[src/rtl/shiftleft_26bit.sv]
`default_nettype none
// ============================================================================
// Module   : shiftleft_26bit
// Function : Registered constant left shift for the MIPS jump-address path.
//            Turns the 26-bit J-type instruction index into a byte offset
//            (i << SHIFT, truncated to WIDTH bits) with a valid bit and a
//            flag showing that non-zero bits were shifted out of the top.
//            One cycle of latency, one result per cycle, stall on en=0.
// Options  : SHIFTLEFT_26BIT_JADDR_EN - adds pc_hi input and jaddr output
//            carrying the full, untruncated jump target {pc_hi, i, 00}.
// Revision : 1.0 - initial release
// ============================================================================
module shiftleft_26bit #(
  parameter int WIDTH = 26,
  parameter int SHIFT = 2
) (
  input  logic                   clk,
  input  logic                   rst_n,
  input  logic                   en,
  input  logic                   i_valid,
  input  logic [WIDTH-1:0]       i,
`ifdef SHIFTLEFT_26BIT_JADDR_EN
  input  logic [3:0]             pc_hi,
  output logic [WIDTH+SHIFT+3:0] jaddr,
`endif
  output logic [WIDTH-1:0]       o,
  output logic                   o_valid,
  output logic                   o_lost
);

  // Width of the optional full jump target: 4 PC bits, the index, the zeros.
  localparam int C_JADDR_W = WIDTH + SHIFT + 4;

  // Combinational shift result and lost-bit detection
  logic [WIDTH-1:0] w_shifted;
  logic             w_lost_bits;

  // Next-state values for the output stage
  logic [WIDTH-1:0] w_data_d;
  logic             w_valid_d;
  logic             w_lost_d;

  // Output stage registers
  logic [WIDTH-1:0] r_data_q;
  logic             r_valid_q;
  logic             r_lost_q;

  // Shifting a WIDTH-bit value keeps WIDTH bits, so the top SHIFT bits of i
  // drop off and the low SHIFT bits fill with zeros.
  assign w_shifted = i << SHIFT;

  // A zero shift discards nothing; otherwise OR together the discarded MSBs.
  // The split keeps the part-select legal when SHIFT is 0.
  generate
    if (SHIFT == 0) begin : g_lost_none
      assign w_lost_bits = 1'b0;
    end else begin : g_lost_msbs
      assign w_lost_bits = |i[WIDTH-1 -: SHIFT];
    end
  endgenerate

  // Next-state selection: load on en, otherwise hold everything (stall).
  // Data and lost flag load regardless of i_valid; consumers qualify with o_valid.
  always_comb begin
    w_data_d  = r_data_q;
    w_valid_d = r_valid_q;
    w_lost_d  = r_lost_q;
    if (en) begin
      w_data_d  = w_shifted;
      w_valid_d = i_valid;
      w_lost_d  = w_lost_bits;
    end
  end

  // Output stage; asynchronous reset discards any in-flight result at once.
  always_ff @(posedge clk or negedge rst_n) begin
    if (!rst_n) begin
      r_data_q  <= '0;
      r_valid_q <= 1'b0;
      r_lost_q  <= 1'b0;
    end else begin
      r_data_q  <= w_data_d;
      r_valid_q <= w_valid_d;
      r_lost_q  <= w_lost_d;
    end
  end

  assign o       = r_data_q;
  assign o_valid = r_valid_q;
  assign o_lost  = r_lost_q;

`ifdef SHIFTLEFT_26BIT_JADDR_EN
  // Full jump target: widening before the shift keeps every index bit.
  logic [C_JADDR_W-1:0] w_jaddr_full;
  logic [C_JADDR_W-1:0] w_jaddr_d;
  logic [C_JADDR_W-1:0] r_jaddr_q;

  assign w_jaddr_full = C_JADDR_W'({pc_hi, i}) << SHIFT;

  // Jump-target next state follows the same enable as the data path.
  always_comb begin
    w_jaddr_d = r_jaddr_q;
    if (en) begin
      w_jaddr_d = w_jaddr_full;
    end
  end

  // Jump-target register shares the stage's reset and stall behaviour.
  always_ff @(posedge clk or negedge rst_n) begin
    if (!rst_n) begin
      r_jaddr_q <= '0;
    end else begin
      r_jaddr_q <= w_jaddr_d;
    end
  end

  assign jaddr = r_jaddr_q;
`endif

endmodule
`default_nettype wire

[config.mk]
export PLATFORM = sky130hd
export DESIGN_NAME = shiftleft_26bit
export DESIGN_NICKNAME = d
export VERILOG_FILES = /design/src/rtl/shiftleft_26bit.sv
export SDC_FILE = /design/constraint.sdc
export NUM_CORES = 1
export LEC_CHECK = 0
export BUFFER_PORTS_ARGS = -buffer_cell sky130_fd_sc_hd__buf_4
export CAP_MARGIN = 40
export CORE_MARGIN = 4
export CORE_UTILIZATION = 40
export DETAILED_ROUTE_END_ITERATION = 6
export HOLD_SLACK_MARGIN = 0.06
export MAX_ROUTING_LAYER = met4
export PLACE_DENSITY = 0.73
export SLEW_MARGIN = 0
export SYNTH_ARGS = -nofsm -noshare
export SYNTH_HDL_FRONTEND = slang
export SYNTH_SLANG_ARGS = --single-unit
[constraint.sdc]
create_clock -name clk -period 0.9 [get_ports clk]
set_input_delay 0.09 -clock clk [delete_from_list [all_inputs] [get_ports clk]]
set_output_delay 0.09 -clock clk [all_outputs]
set_load 0.005 [all_outputs]
### Word-level counts from Yosys, hierarchy flattened

Index checks and enable logic that the tools add are counted.

* output and inout port bits: 28
* bits in registers: 26

* reduce and logical (&&, ||, !) cells: 1

Operator list (number)
* $reduce_or A2 Y1: 1

### Logic depth before layout (Yosys ltp)

Gate-level depths: netlist of the first run.

* word-level depth: 1
* depth in mapped cells: 4
* mapped depth without buffers: 2

### Worst setup path before layout of the first run

OpenSTA, ideal clock, no wires.

* path kind: input -> register
* from: input en
* to: register r_data_q[10], in the netlist o[10]
* stages on the path: 3
* slack: 0.131 ns
* arrival: 0.644 ns
* path buffers: 2
* required time: 0.775 ns
* path through: buf_6 -> buf_12 -> mux2_4

RTL lines
* from (decl): line 19 `input logic en,`
* to (signal assigned): line 82 `r_data_q <= w_data_d;`
* to (decl): line 44 `logic [WIDTH-1:0] r_data_q;`

No word-level cell between the ends.

### Worst setup path in the final report of the first run

* from: register r_data_q[13], in the netlist o[13]
* to: output o[13]

RTL lines
* to (decl): line 26 `output logic [WIDTH-1:0] o,`

No word-level cell between the ends.

==> out/qor.txt, run 1 <==
Outcome -> finished with violations
Violations in the final reports -> setup timing
Final hold violation count -> 0
Placed instance area -> 0.00151 mm2
Clock root buffer master -> sky130_fd_sc_hd__clkbuf_4
Net switching power of the design -> 656 uW
Slack of the critical path -> -0.0789 ns
Count of standard-cell rows -> 18
Power share of the sequential group -> 49.2%
Nets -> 190
Pre-Repair DR Iteration Count -> 4
Internal power contribution -> 2.14 mW
Number of antenna-violating nets in the routed design -> 0
# IOs -> 58
DR iter-0 viols -> 10
Global-route wire length before repair -> 4600 um
Syn Std Cell Area -> 0.00108 mm2
Highest attainable clock frequency -> 1.02 GHz
RSZ-0062 raised after global routing -> true
Overall overflow remaining after global route -> 0
Std-Cell Core Area -> 0.00252 mm2
Commonest non-fill, non-tap cell in the layout -> sky130_fd_sc_hd__buf_4
Die footprint -> 0.00360 mm2
Crit-path cells -> buf_6
Final Critical Period -> 0.979 ns
Fraction of final layout cells with drive strength greater than 1 -> 62.9%
Clock Skew -> 0 ns
Instance count after placement with tap cells included -> 143
Detailed-route wire length per cell -> 15.6 um
Max-cap viol count -> 0
Leakage -> 1.02 nW
Fin util -> 81.2%
HP Class -> in -> reg
Startpoint types -> register
Endpoints failing setup -> 38
Top library cells by usage in the layout, fill and taps aside -> sky130_fd_sc_hd__buf_4, sky130_fd_sc_hd__buf_6, sky130_fd_sc_hd__dlygate4sd3_1
Clock transition at the register clock pins on the worst setup and hold paths after CTS -> 0.14 ns
#FFs+latches synth -> 26
Combined global-route utilization of all metal layers -> 18.2%
Slew Viols, Final -> 0
Non-Filler Instances -> 189
Buffers on Ports -> 55
Worst-case hold slack -> 0.127 ns
Cell Pwr Density -> 1370 mW/mm2
Switching share of total power -> 23.4%
Total power draw -> 2.80 mW
Yosys Warn Count -> 0
Design Area, Final -> 0.00205 mm2
Placed wire-length estimate -> 1740 um
Instance count of the mapped netlist -> 60
Floorplan die height -> 60.0 um
Data arrival time of the critical path -> 0.89 ns
Maximum number of pins on one net before global-route repair -> 27
Comb pwr share -> 29.6%
# diodes -> 0
Kind of cell adding the most delay to the critical path -> flip-flops
Number of buffers and inverters on the critical path -> 1
Maximum resistive drop on vdd -> 0.00111 V
Kind of end point of the critical path -> primary output
Max clock buf depth -> 2
Vias post-DR -> 852
Number of CTS-inserted buffers -> 3
P&R area growth vs syn -> 89.2%
Clock share of power -> 21.2%
Vias per cell -> 4.51
Number of distinct library cells after synthesis -> 9
Last weighted congestion value of the routability-driven placer -> 0.644
Horiz. Die Dim -> 60.0 um
Critical path's slowest cell -> sky130_fd_sc_hd__dfrtp_1
Number of H-tree levels -> 1
Critical Path Fanout Max -> 2
Clock latency at the later pin of the worst-skew pair -> 0.32 ns
Number of clock sinks -> 26
Antenna violations before repair -> 0
Portion of the post-synthesis area used by sequential elements -> 60.1%
Remaining design rule violation count -> 0
Starting Density -> 42.9%
Share of the clock period used by the worst path after layout -> 109%
Routed wire length -> 2960 um
Syn avg cell area -> 18.0 um2
Required time of the critical path -> 0.81 ns
Crit path kind -> reg -> out
Vias in the first global route -> 953
Worst stage delay on the critical path -> 0.44 ns
TritonCTS clock tree -> built
-- cell type report --
type | instances | area (um2)
Clock buffer | 4 | 36.3
Fill cell | 140 | 474
Multi-Input combinational cell | 30 | 369
Sequential cell | 26 | 651
Tap cell | 30 | 37.5
Timing Repair Buffer | 99 | 955
-- worst paths after layout --
kind,from,slack [ns],endpoint,depth (start not counted)
hold reg to reg,o[2],0.56,o[2],1
setup reg to reg,o[8],-0.03,o[8],2
min in group asynchronous,rst_n,0.18,o_valid,2
hold / removal,en,0.13,o[25],2
setup / recovery,o[13],-0.08,o[13],1
max in group asynchronous,rst_n,0.47,o[20],2
-- cell usage after synthesis --
cell                      number  area, um2
sky130_fd_sc_hd__dfrtp_1      26        651
sky130_fd_sc_hd__mux2_4       18        270
sky130_fd_sc_hd__a21oi_1       1       5.00
sky130_fd_sc_hd__conb_1        1       3.75
sky130_fd_sc_hd__nor2_1        2       7.51
sky130_fd_sc_hd__buf_4         2       15.0
sky130_fd_sc_hd__buf_12        2       40.0
sky130_fd_sc_hd__mux2_2        7       78.8
sky130_fd_sc_hd__buf_6         1       11.3
-- state kept, by name (all words and copies together), names as in the netlist --
name	flops
o	24
o_lost	1
o_valid	1
-- stage by stage --
stage / setup WS, ns / TNS, ns
after floorplan: 0.131 / 0
after global placement: 0.0443 / 0
after detailed placement: 0.0236 / 0
after CTS: -0.0755 / -1.56
after global routing: -0.116 / -2.71
final: -0.0789 / -1.49
-- power by group through the flow --
stage          clock (mW)  sequential, mW  combinational (mW)
2_1_floorplan           0            1.37               0.224
3_3_place_gp            0            1.37               0.539
3_5_place_dp            0            1.38               0.551
4_1_cts             0.609            1.37               0.771
5_1_grt             0.643            1.39               0.884
6_report            0.593            1.38               0.829
-- logic make-up after synthesis --
logic type / count (synthesis) / synth area share, %
buffers and inverters: 5 / 6.13
other: 1 / 0.346
flip-flops: 26 / 60.1
AND/OR/NAND/NOR: 2 / 0.694
AO/OA/AOI/OAI: 1 / 0.462
multiplexers: 25 / 32.3
-- routing by layer --
metal	share of wire (%)	vias up	track usage, %	routed length, um
met3	4.7	4	2.81	139
met5	0	-	-	0
met1	37	419	20.5	1100
met4	1.6	0	6.01	46
met2	57	32	32.7	1670
li1	-	397	-	-
-- repair_timing --
item / CTS / global route
endpoints found under the hold margin: 52 / 0
hold buffers: 28 / 0
buffers inserted: 8 / 6
endpoints found under the setup margin: 26 / 34
gates resized for setup: 26 / 5
Power figures use the tool's default switching activity.
==> run 2: changes to the inputs <==
--- a/config.mk
+++ b/config.mk
@@ -5,7 +5,7 @@
 export SDC_FILE = /design/constraint.sdc
 export NUM_CORES = 1
 export LEC_CHECK = 0
-export BUFFER_PORTS_ARGS = -buffer_cell sky130_fd_sc_hd__buf_4
+export BUFFER_PORTS_ARGS = -buffer_cell sky130_fd_sc_hd__buf_2
 export CAP_MARGIN = 40
 export CORE_MARGIN = 4
 export CORE_UTILIZATION = 40
@@ -13,7 +13,7 @@
 export HOLD_SLACK_MARGIN = 0.06
 export MAX_ROUTING_LAYER = met4
 export PLACE_DENSITY = 0.73
-export SLEW_MARGIN = 0
+export SLEW_MARGIN = 20
 export SYNTH_ARGS = -nofsm -noshare
 export SYNTH_HDL_FRONTEND = slang
 export SYNTH_SLANG_ARGS = --single-unit
==> out/qor.txt, run 2 (synthesized netlist as in run 1, its figures left out) <==
Final hold violation count -> 0 (unchanged)
Summed negative setup slack over all endpoints -> -0.920 ns (+0.566 ns)
Pre-Repair DR Iteration Count -> 2 (-2)
Horiz. Die Dim -> 60.0 um (unchanged)
DR iter-0 viols -> 17 (+7)
Vias post-DR -> 857 (+0.59%)
Std-Cell Core Area -> 0.00252 mm2 (unchanged)
Kind of cell adding the most delay to the critical path -> flip-flops
Total power draw -> 2.59 mW (-7.6%)
Crit path kind -> reg -> out
Fraction of final layout cells with drive strength greater than 1 -> 63.8% (+0.91 points)
Crit-path cells -> buf_2
Clock latency at the later pin of the worst-skew pair -> 0.32 ns (about the same)
Count of standard-cell rows -> 18 (unchanged)
Worst stage delay on the critical path -> 0.41 ns (-0.03 ns)
Number of antenna-violating nets in the routed design -> 0 (unchanged)
Number of flip-flops under the largest register name -> 24 (unchanged)
Slew Viols, Final -> 0 (unchanged)
Cell Pwr Density -> 1400 mW/mm2 (+2.4%)
TritonCTS clock tree -> built
Data arrival time of the critical path -> 0.86 ns (-0.03 ns)
Slack of the critical path -> -0.0525 ns (+0.0265 ns)
Max clock buf depth -> 2 (unchanged)
Buffers on Ports -> 55 (unchanged)
Required time of the critical path -> 0.81 ns (about the same)
Critical path's slowest cell -> sky130_fd_sc_hd__dfrtp_1
Number of clock sinks -> 26 (unchanged)
RSZ-0062 raised after global routing -> true
Clock root buffer master -> sky130_fd_sc_hd__clkbuf_4
P&R area growth vs syn -> 70.8%
Detailed-route wire length per cell -> 13.7 um (-13%)
Critical Path Fanout Max -> 2 (unchanged)
Last weighted congestion value of the routability-driven placer -> 0.668 (+3.7%)
Clock Skew -> 0 ns (unchanged)
Die footprint -> 0.00360 mm2 (unchanged)
Highest attainable clock frequency -> 1.05 GHz (+2.8%)
# diodes -> 0 (unchanged)
Top library cells by usage in the layout, fill and taps aside -> sky130_fd_sc_hd__buf_2, sky130_fd_sc_hd__dlygate4sd3_1, sky130_fd_sc_hd__dfrtp_1
Commonest non-fill, non-tap cell in the layout -> sky130_fd_sc_hd__buf_2
# IOs -> 58 (unchanged)
Remaining design rule violation count -> 0 (unchanged)
Vias per cell -> 4.44 (-1.5%)
Design Area, Final -> 0.00185 mm2 (-9.8%)
Number of CTS-inserted buffers -> 3 (unchanged)
Number of buffers and inverters on the critical path -> 1 (unchanged)
Endpoints failing setup -> 28 (-26%)
Worst-case setup slack after placement -> 0.0213 ns (-0.00232 ns)
Placed wire-length estimate -> 1720 um (-0.97%)
Violations in the final reports -> setup timing
Routed wire length -> 2640 um (-11%)
Global-route wire length before repair -> 4220 um (-8.1%)
Final Critical Period -> 0.952 ns (-0.0265 ns)
Share of the clock period used by the worst path after layout -> 106% (-2.9 points)
Nets -> 194 (+2.1%)
Vias in the first global route -> 868 (-8.9%)
Kind of end point of the critical path -> primary output
Number of H-tree levels -> 1 (unchanged)
Leakage -> 0.957 nW (-5.8%)
Maximum number of pins on one net before global-route repair -> 15 (-44%)
Maximum resistive drop on vdd -> 0.00155 V (+40%)
Placed instance area -> 0.00140 mm2 (-7.3%)
Max-cap viol count -> 0 (unchanged)
Clock transition at the register clock pins on the worst setup and hold paths after CTS -> 0.14 ns (about the same)
Fin util -> 73.3% (-7.9 points)
HP Class -> in -> reg
Overall overflow remaining after global route -> 0 (unchanged)
Combined global-route utilization of all metal layers -> 16.4% (-1.8 points)
Outcome -> finished with violations
Starting Density -> 42.9% (unchanged)
Floorplan die height -> 60.0 um (unchanged)
Startpoint types -> register
Antenna violations before repair -> 0 (unchanged)
## run 2: changes by cell type in the layout (fill, tap and decap cells not counted)
| cell | previous run | this run |
|---|---|---|
| sky130_fd_sc_hd__buf_6 | 31 | 3 |
| sky130_fd_sc_hd__buf_2 | 0 | 55 |
| sky130_fd_sc_hd__buf_4 | 38 | 14 |
| sky130_fd_sc_hd__buf_12 | 2 | 3 |
## run 2: layout make-up
type | count | area, um2
multi-input cells | 30 | 369
repair buffers | 103 | 754
flip-flops and latches | 26 | 651
fillers | 181 | 674
clock buffers | 4 | 36.3
well taps | 30 | 37.5
## run 2: per-stage QoR
step,std cells,hold slack [ns]
after floorplan,61,-0.206
after global placement,145,-0.000390
after detailed placement,145,0.00368
after CTS,189,0.121
after global routing,193,0.130
final,193,0.142
## run 2: path summary, 6_finish.rpt
check,cells after the start,start,endpoint,slack (ns)
max in group asynchronous,3,rst_n,o_valid,0.34
min,2,en,o[25],0.14
max reg2reg,2,o[5],o[5],-0.01
max,1,o[21],o[21],-0.05
min in group asynchronous,2,rst_n,o[11],0.18
min reg2reg,1,o[2],o[2],0.52
## run 2: timing repair
action                                  CTS  global route
hold buffers                             28             0
setup buffers                            12             4
endpoints found under the hold margin    52             0
resized for setup                         0             3
endpoints found under the setup margin   26            34
## run 2: where the power goes
part	switching, mW	internal, mW	total, mW
Sequential	0.0617	1.28	1.34
Clock	0.322	0.247	0.570
Combinational	0.208	0.466	0.674
## run 2: metal layers
metal	track usage (%)	wire length [um]	vias up
met3	4.10	150	2
met1	18.7	990	416
met2	29.8	1480	31
met4	1.90	12	0
met5	-	0	-
li1	-	-	408
## run 2: worst reg2reg max path: stages, from the launching register on
cell and delay [ns]:
sky130_fd_sc_hd__dfrtp_1 0.41, sky130_fd_sc_hd__buf_4 0.14, sky130_fd_sc_hd__mux2_4 0.25
==> run 3: changes to the inputs <==
--- a/config.mk
+++ b/config.mk
@@ -17,3 +17,4 @@
 export SYNTH_ARGS = -nofsm -noshare
 export SYNTH_HDL_FRONTEND = slang
 export SYNTH_SLANG_ARGS = --single-unit
+export TNS_END_PERCENT = 10
==> constraint.sdc (replaced) <==
create_clock -name clk -period 1.1 [get_ports clk]
set_input_delay 0.11 -clock clk [delete_from_list [all_inputs] [get_ports clk]]
set_output_delay 0.11 -clock clk [all_outputs]
set_load 0.005 [all_outputs]
==> out/qor.txt, run 3 (synthesized netlist as in run 1, its figures left out) <==
Startpoint types -> register
Slew Viols, Final -> 0 (unchanged)
Count of standard-cell rows -> 18 (unchanged)
RSZ-0062 raised after global routing -> false
Endpoints failing setup -> 0 (-100%)
Maximum resistive drop on vdd -> 0.000823 V (-47%)
Number of clock sinks -> 26 (unchanged)
Internal power contribution -> 1.46 mW (-27%)
Routed wire length -> 2410 um (-8.5%)
Number of flip-flops under the largest register name -> 24 (unchanged)
Data arrival time of the critical path -> 0.85 ns (about the same)
Share of the clock period used by the worst path after layout -> 87.7%
Comb pwr share -> 22.4% (-3.6 points)
Max-cap viol count -> 0 (unchanged)
HP Class -> in -> reg
Commonest non-fill, non-tap cell in the layout -> sky130_fd_sc_hd__buf_2
Clock latency at the later pin of the worst-skew pair -> 0.31 ns (about the same)
Die footprint -> 0.00360 mm2 (unchanged)
Net switching power of the design -> 451 uW (-24%)
Outcome -> completed
Kind of cell adding the most delay to the critical path -> flip-flops
Overall overflow remaining after global route -> 0 (unchanged)
Final hold violation count -> 0 (unchanged)
Remaining design rule violation count -> 0 (unchanged)
Top library cells by usage in the layout, fill and taps aside -> sky130_fd_sc_hd__buf_2, sky130_fd_sc_hd__dlygate4sd3_1, sky130_fd_sc_hd__dfrtp_1
Final Critical Period -> 0.964 ns
Fraction of final layout cells with drive strength greater than 1 -> 59.6% (-4.2 points)
Nets -> 173 (-11%)
Antenna violations before repair -> 0 (unchanged)
Number of CTS-inserted buffers -> 3 (unchanged)
Highest attainable clock frequency -> 1.04 GHz
Clock share of power -> 20.1% (-1.9 points)
Buffers on Ports -> 55 (unchanged)
# IOs -> 58 (unchanged)
Number of H-tree levels -> 1 (unchanged)
Summed negative setup slack over all endpoints -> 0 ns (+0.920 ns)
Detailed-route wire length per cell -> 14.1 um (+3.2%)
Crit path kind -> reg -> out
Starting Density -> 42.9% (unchanged)
Clock Skew -> 0 ns (unchanged)
Vias per cell -> 4.56 (+2.6%)
Kind of end point of the critical path -> primary output
Worst-Margin Slew -> 0.568 ns
TritonCTS clock tree -> built
Number of antenna-violating nets in the routed design -> 0 (unchanged)
DR iter-0 viols -> 26 (+9)
Critical path's slowest cell -> sky130_fd_sc_hd__dfrtp_1
Worst slew margin -> 62.1%
Clock transition at the register clock pins on the worst setup and hold paths after CTS -> 0.13 ns (about the same)
Required time of the critical path -> 0.99 ns (+0.18 ns)
Horiz. Die Dim -> 60.0 um (unchanged)
Global-route wire length before repair -> 3960 um (-6.2%)
Power share of the sequential group -> 57.5% (+5.5 points)
# diodes -> 0 (unchanged)
Last weighted congestion value of the routability-driven placer -> 0.626 (-6.2%)
Floorplan die height -> 60.0 um (unchanged)
Critical Path Fanout Max -> 2 (unchanged)
P&R area growth vs syn -> 51.1%
Combined global-route utilization of all metal layers -> 15.5% (-0.97 points)
Max clock buf depth -> 2 (unchanged)
Placed wire-length estimate -> 1600 um (-6.9%)
Clock root buffer master -> sky130_fd_sc_hd__clkbuf_4
Crit-path cells -> buf_2
Leakage -> 0.837 nW (-13%)
Number of buffers and inverters on the critical path -> 1 (unchanged)
Worst stage delay on the critical path -> 0.41 ns (about the same)
Vias in the first global route -> 847 (-2.4%)
Std-Cell Core Area -> 0.00252 mm2 (unchanged)
Pre-Repair DR Iteration Count -> 3 (+1)
Vias post-DR -> 779 (-9.1%)
Cell Pwr Density -> 1170 mW/mm2 (-16%)
Maximum number of pins on one net before global-route repair -> 28 (+13)
Switching share of total power -> 23.5% (+0.66 points)
Total power draw -> 1.91 mW (-26%)
## run 3: changes by cell type in the layout (fill, tap and decap cells not counted)
cell,change
sky130_fd_sc_hd__dlygate4sd3_1,-2
sky130_fd_sc_hd__buf_6,-3
sky130_fd_sc_hd__buf_12,-2
sky130_fd_sc_hd__buf_4,-14
sky130_fd_sc_hd__clkbuf_8,-1
## run 3: cell type report
class	instances	area (um2)
fill	202	887
timing repair buffer	82	556
clock buffer	3	22.5
tap	30	37.5
sequential	26	651
multi-input combinational	30	369
## run 3: power groups by stage
stage / clock, mW / combinational, mW / sequential (mW)
after floorplan: 0 / 0.183 / 1.12
after global placement: 0 / 0.352 / 1.11
after detailed placement: 0 / 0.362 / 1.12
after CTS: 0.414 / 0.435 / 1.10
after global routing: 0.464 / 0.468 / 1.11
final: 0.385 / 0.429 / 1.10
## run 3: path summary, 6_finish.rpt
| check | start | end | slack, ns | depth (start not counted) |
|---|---|---|---|---|
| setup / recovery | o[22] | o[22] | 0.14 | 1 |
| min in group asynchronous | rst_n | o[25] | 0.31 | 2 |
| setup reg to reg | o[22] | o[22] | 0.31 | 1 |
| hold / removal | i[24] | o_lost | 0.08 | 3 |
| max in group asynchronous | rst_n | o_lost | 0.41 | 2 |
| hold reg to reg | o[10] | o[10] | 0.52 | 1 |
## run 3: through the flow
step | area, um2 | setup WS, ns | utilization [%] | hold slack, ns | cells
after floorplan | 1090 | 0.311 | - | -0.186 | 61
after global placement | 1350 | 0.210 | 53.6 | 0.130 | 142
after detailed placement | 1350 | 0.184 | 53.6 | 0.150 | 142
after CTS | 1640 | 0.112 | 64.8 | 0.0713 | 171
after global routing | 1640 | 0.0737 | 64.8 | 0.0628 | 171
final | 1640 | 0.136 | 64.8 | 0.0830 | 171
## run 3: timing repair
item,in CTS,in global routing
endpoints found under the hold margin,51,0
gates resized for setup,0,0
buffers inserted,0,0
hold buffers,26,0
## run 3: layer usage
metal  part of all wire [%]  vias up  wire (um)  global-route usage (%)
li1                       -      365          -                       -
met1                     38      384        909                    17.1
met2                     56       28       1340                    28.1
met3                    6.1        2        148                    2.59
met4                   0.58        0         14                    4.75
met5                      0        -          0                       -
